### src/rtl/load_stage.sv
// SHAKE load stage: packs message words into a rate-sized block, applies SHAKE
// padding (0x1F ... 0x80) and hands each block downstream over valid/ready.
module load_stage #(
  parameter int W        = 64,
  parameter int RATE_MAX = 1344
) (
  input  logic                clk,
  input  logic                rst,
  input  logic [W-1:0]        data_in,
  input  logic                valid_in,
  input  logic                last_in,
  input  logic [3:0]          last_bytes,
  input  logic [1:0]          operation_mode,
  output logic                ready_out,
  output logic [RATE_MAX-1:0] block_out,
  output logic                block_valid,
  input  logic                block_ready,
  output logic                last_block,
  output logic [1:0]          operation_mode_out
);

  localparam int SLOTS       = RATE_MAX / W;
  localparam int WORD_BYTES  = W / 8;
  localparam int CNT_W       = $clog2(SLOTS + 1);
  localparam int RATE_128    = 21;
  localparam int RATE_256    = 17;
  localparam int PAD_POS_128 = RATE_128 * W - 8;
  localparam int PAD_POS_256 = RATE_256 * W - 8;
  localparam logic [3:0] FULL_BYTES = 4'(WORD_BYTES);

  typedef enum logic {FILL, HOLD} state_t;

  state_t              state, state_next;
  logic [CNT_W-1:0]    cnt, cnt_next, cnt_inc, last_slot;
  logic [RATE_MAX-1:0] blk, blk_next;
  logic                pad_pending, pad_pending_next;
  logic                in_msg, in_msg_next;
  logic                last_q, last_next;
  logic [1:0]          mode_q, mode_next;

  logic                accept;
  logic [1:0]          rate_mode;
  logic                is_128;
  logic [3:0]          lb_eff;
  logic                full_last;
  logic [W-1:0]        word_in;

  // ORs the 0x80 end-of-rate marker into the last byte of the active rate.
  function automatic logic [RATE_MAX-1:0] mark_rate_end(
    input logic [RATE_MAX-1:0] b,
    input logic                rate_128
  );
    logic [RATE_MAX-1:0] r;
    r = b;
    if (rate_128) r[PAD_POS_128 +: 8] = r[PAD_POS_128 +: 8] | 8'h80;
    else          r[PAD_POS_256 +: 8] = r[PAD_POS_256 +: 8] | 8'h80;
    return r;
  endfunction

  assign accept    = valid_in && ready_out;
  // The first word of a message decides the rate; afterwards the latched mode does.
  assign rate_mode = (state == FILL && !in_msg) ? operation_mode : mode_q;
  assign is_128    = (rate_mode == 2'b00);
  assign last_slot = is_128 ? CNT_W'(RATE_128 - 1) : CNT_W'(RATE_256 - 1);
  assign cnt_inc   = cnt + CNT_W'(1);
  assign lb_eff    = (last_bytes > FULL_BYTES) ? FULL_BYTES : last_bytes;
  assign full_last = last_in && (lb_eff == FULL_BYTES);

  // Incoming word with the domain byte already merged in for a short last word.
  // NOTE: every variable assigned in always_comb gets a default first, so no latch is inferred.
  always_comb begin
    word_in = '0;
    for (int b = 0; b < WORD_BYTES; b++) begin
      if (!last_in || 4'(b) < lb_eff)  word_in[8*b +: 8] = data_in[8*b +: 8];
      else if (4'(b) == lb_eff)         word_in[8*b +: 8] = 8'h1F;
    end
  end

  // NOTE: sequential state uses non-blocking assignments so all flops update together.
  always_ff @(posedge clk or negedge rst) begin
    if (!rst) state <= FILL;
    else      state <= state_next;
  end

  always_comb begin
    state_next = state;
    case (state)
      FILL: if (accept && (last_in || cnt == last_slot)) state_next = HOLD;
      HOLD: if (block_ready && !pad_pending)             state_next = FILL;
      default: state_next = FILL;
    endcase
  end

  always_comb begin
    ready_out   = (state == FILL) && rst;
    block_valid = (state == HOLD);
  end

  // Datapath next-state: word packing, padding and block release.
  always_comb begin
    blk_next         = blk;
    cnt_next         = cnt;
    pad_pending_next = pad_pending;
    in_msg_next      = in_msg;
    last_next        = last_q;
    mode_next        = mode_q;
    case (state)
      FILL: begin
        if (accept) begin
          if (!in_msg) mode_next = operation_mode;
          for (int i = 0; i < SLOTS; i++) begin
            if (cnt == CNT_W'(i)) blk_next[i*W +: W] = word_in;
          end
          cnt_next = cnt_inc;
          if (last_in) begin
            in_msg_next = 1'b0;
            if (full_last && cnt == last_slot) begin
              // Message filled the block exactly: padding goes in a block of its own.
              pad_pending_next = 1'b1;
              last_next        = 1'b0;
            end else begin
              if (full_last) begin
                for (int i = 0; i < SLOTS; i++) begin
                  if (cnt_inc == CNT_W'(i)) blk_next[i*W +: 8] = 8'h1F;
                end
              end
              blk_next  = mark_rate_end(blk_next, is_128);
              last_next = 1'b1;
            end
          end else begin
            in_msg_next = 1'b1;
            last_next   = 1'b0;
          end
        end
      end
      HOLD: begin
        if (block_ready) begin
          blk_next = '0;
          cnt_next = '0;
          if (pad_pending) begin
            blk_next[7:0]    = 8'h1F;
            blk_next         = mark_rate_end(blk_next, is_128);
            last_next        = 1'b1;
            pad_pending_next = 1'b0;
          end else begin
            last_next = 1'b0;
          end
        end
      end
      default: ;
    endcase
  end

  // NOTE: the block buffer is reset because its zero bytes are part of the padded output.
  always_ff @(posedge clk or negedge rst) begin
    if (!rst) begin
      blk         <= '0;
      cnt         <= '0;
      pad_pending <= 1'b0;
      in_msg      <= 1'b0;
      last_q      <= 1'b0;
      mode_q      <= 2'b00;
    end else begin
      blk         <= blk_next;
      cnt         <= cnt_next;
      pad_pending <= pad_pending_next;
      in_msg      <= in_msg_next;
      last_q      <= last_next;
      mode_q      <= mode_next;
    end
  end

  assign block_out          = blk;
  assign last_block         = last_q;
  assign operation_mode_out = mode_q;

endmodule

### config.mk
export PLATFORM = sky130hd
export DESIGN_NAME = load_stage
export DESIGN_NICKNAME = d
export VERILOG_FILES = /design/src/rtl/load_stage.sv
export SDC_FILE = /design/constraint.sdc
export NUM_CORES = 2
export LEC_CHECK = 0
export CAP_MARGIN = 15
export CELL_PAD_IN_SITES_DETAIL_PLACEMENT = 0
export CELL_PAD_IN_SITES_GLOBAL_PLACEMENT = 1
export CORE_AREA = 2 2 550 552
export DETAILED_ROUTE_END_ITERATION = 16
export DIE_AREA = 0 0 552 554
export GPL_ROUTABILITY_DRIVEN = 1
export PLACE_DENSITY_LB_ADDON = 0.1
export SYNTH_ARGS = -nofsm -noshare
export SYNTH_HDL_FRONTEND = slang
export SYNTH_SLANG_ARGS = --single-unit
### constraint.sdc
create_clock -name clk -period 3.9 [get_ports clk]
set_input_delay 0.78 -clock clk [delete_from_list [all_inputs] [get_ports clk]]
set_output_delay 0.78 -clock clk [all_outputs]
set_load 0.01 [all_outputs]
==> out/metrics.csv <==
stage;metric;value;unit
outcome;run status;completed;
power;overall power;44.8;mW
timing;Hold Fails Final Rpt;0;
logic_synthesis;largest area contributor in the netlist;dfrtp_1;
routing;Avg WL per Cell;31.3;um
timing;setup total negative slack;0;ps
worst_setup_path;crit path DAT;4060;ps
routing;router iterations before antenna repair;6;
floorplanning;starting density of the core;17.5;%
timing;period utilization;84.7;%
clock_network;Worst-Skew Late Latency;860;ps
logic_synthesis;fraction of registers with async set/reset;100;%
power;PD cells;568;nW/um^2
grt;initial antenna violation count;68;
timing;Slew @ Worst Pin;1140;ps
final_layout;area delta synth->final;50.9;%
clock_network;Clock Path Buffers;4;
logic_synthesis;Netlist cell types;67;
logic_synthesis;largest cells by area after synthesis;dfrtp_1 65%, nand3_1 12%, o21ai_0 11%, clkbuf_1 3.5%, o211ai_1 1.1%;
grt;first-pass GRT wire length;436;mm
floorplanning;full die area;306000;um^2
final_layout;share of layout cells above drive strength 1;10.0;%
logic_synthesis;yosys warns;0;
worst_setup_path;most used cell, CP;ha_1;
placement;PortBufs;1423;
clock_network;H-tree depth;4;
grt;largest net degree at the start of global routing;158;
hold_path;Hold Crit Class;in -> async;
clock_network;CTS tree;done;
worst_setup_path;CP required;4660;ps
logic_synthesis;Seq/Total Area, Yosys;64.9;%
power;worst vdd ir;0.328;mV
worst_setup_path;CP top delay family;simple AND/OR/NAND/NOR gates;
worst_setup_path;Critical Path Max Stage Delay;810;ps
floorplanning;Core ar.;299000;um^2
floorplanning;# rows;201;
timing;Clock Skew;45.8;ps
timing;final hold slack;467;ps
timing;Peak Freq;303;MHz
placement;GPL Wtd Cong;0.811;
final_layout;Layout Nets;6350;
routing;initial DRC count;3243;
placement;HPWL Detailed;230;mm
timing;relative slew slack;23.9;%
clock_network;# clock sinks;1355;
final_layout;commonest non-fill, non-tap cells in the layout;1421 x clkdlybuf4s50_1, 1354 x dfrtp_1, 1233 x nand3_1, 1157 x o21ai_0, 189 x buf_4;
floorplanning;chip width;552;um
final_layout;FF/Latch Area;33900;um^2
run;max cap viols;0;
power;Static Leak;32.6;nW
logic_synthesis;Avg Inst Size Synth;10.5;um^2
worst_setup_path;worst-path cell chain;ha_1 -> and3_1 -> ha_1 -> and4b_1 -> nand2_1 -> nor3_1 -> a311o_1;
routing;DRT Wirelength;325;mm
logic_synthesis;Cell Area, Synth;52200;um^2
logic_synthesis;number of synthesized flops with an enable pin;0;
timing;final slew viol count;0;
worst_setup_path;CP max FO;7;
grt;Overall Global Routing Usage;20.6;%
logic_synthesis;Seq cells post-synth;1355;
routing;DR vias;45742;
clock_network;CTS Buf Count;179;
routing;DR vias/cell;4.40;
timing;endpoints failing setup;0;
worst_setup_path;slowest stage cell on the critical path;nor3_1;
timing;min Tclk post-route;3300;ps
final_layout;area taken by multi-input logic gates;16700;um^2
grt;vias in the first global route;45203;
final_layout;most common cell after layout, fill and taps aside;clkdlybuf4s50_1;
clock_network;setup bufs post-CTS;0;
worst_setup_path;critical path type;reg -> reg;
routing;antenna viol nets, final;0;
routing;DRC;0;
logic_synthesis;Post-Synthesis Cells;4978;
logic_synthesis;ys flop type;dfrtp_1;
logic_synthesis;Syn Nets;5059;
grt;grt ovf;0;
worst_setup_path;buffers and inverters on the worst path;0;
floorplanning;total I/O pin count;1424;
worst_setup_path;crit end category;register;
clock_network;clk slew on worst S/H paths;60;ps
final_layout;fillers;31770;
logic_synthesis;top-area cell type share of the netlist area;64.9;%
clock_network;CTS Root Cell;clkbuf_16;
floorplanning;Die Y;554;um
worst_setup_path;Startpoint Class;register;
timing;unrepaired setup endpoints after global routing;false;
[synth_stat cells, drive strengths merged (2+ instances only)]
cell / count
dfrtp: 1355
nand3: 1243
o21ai: 1190
clkbuf: 485
nand2: 98
buf: 97
nor2: 81
o211ai: 74
a21oi: 47
o22ai: 30
o21a: 29
a31oi: 18
nor3: 18
a22o: 15
nor2b: 15
a32o: 13
o32ai: 13
a311o: 12
a311oi: 10
a41oi: 10
and2: 10
o31ai: 10
inv: 9
nand2b: 9
nand4: 9
a22oi: 6
a31o: 6
ha: 6
or3: 6
a211oi: 5
mux2: 5
o22a: 5
and3: 4
o2bb2ai: 4
or4: 4
a2bb2o: 3
mux2i: 3
and3b: 2
and4b: 2
o31a: 2
[routing by layer]
metal | track usage, % | vias to the layer above | routed length [um]
met4 | 5.83 | 0 | 9110
met2 | 31.9 | 1768 | 145000
li1 | - | 20466 | -
met5 | 0 | - | 0
met1 | 26.3 | 23175 | 139000
met3 | 8.07 | 333 | 31600
[state kept, by name (all words and copies together) (netlist names)]
register            flops
cnt                     5
block_valid             1
in_msg                  1
operation_mode_out      2
block_out            1344
last_block              1
pad_pending             1
[worst register-to-register path: stages (launching register included)]
cell     delay [ps]
dfrtp_1         460
ha_1            260
and3_1          160
ha_1            480
and4b_1         430
nand2_1         440
nor3_1          810
a311o_1         210
[timing repair]
action / in CTS / in global routing
hold endpoints to repair: 31 / 0
gates resized for setup: 0 / 0
hold buffers: 1 / 0
[stage by stage]
step / worst slack (ps) / utilization [%] / instances / cell area [um^2]
after floorplan: 1270 / - / 4978 / 52200
after global placement: 160 / 24.4 / 10045 / 72900
after detailed placement: 220 / 24.4 / 10045 / 72900
after CTS: 610 / 26.3 / 10359 / 78800
after global routing: 594 / 26.3 / 10372 / 78800
final: 596 / 26.3 / 10386 / 78800
[path summary, 6_finish.rpt]
kind                               start        endpoint  slack, ps  depth (start not counted)
max                               cnt[0]   block_out[65]        600                          7
min                                  rst  block_out[855]        470                          2
max reg2reg                       cnt[0]   block_out[65]        600                          7
min reg2reg                block_out[70]   block_out[70]        490                          1
max in group asynchronous            rst  block_out[823]       1380                          4
min in group clk           block_out[70]   block_out[70]        490                          1
[area by class of cell]
class / count / share of cell area, %
well taps: 3958 / 6.28
clock buffers: 272 / 6.82
diodes: 27 / 0.0857
repair buffers: 1692 / 21.9
multi-input cells: 3032 / 21.2
clock inverters: 41 / 0.622
flip-flops and latches: 1355 / 43.0
inverters: 9 / 0.0429
[power by group]
part	leakage, nW	switching (mW)	internal [mW]
Clock	2.89	6.91	10.0
Sequential	18.6	1.31	15.9
Combinational	11.1	6.15	4.50
Total	32.6	14.4	30.4
[cell families after synthesis]
kind of cell | after synthesis | synth area share [%]
AOI/OAI and AO/OA | 1507 | 16.1
xor gates and xnor gates | 1 | 0.0168
adders and majority gates | 6 | 0.144
buffers and inverters | 591 | 4.34
DFF | 1355 | 64.9
muxes | 8 | 0.196
and+or+nand+nor | 1510 | 14.3
Note: power is estimated with default switching activity, not from simulation.
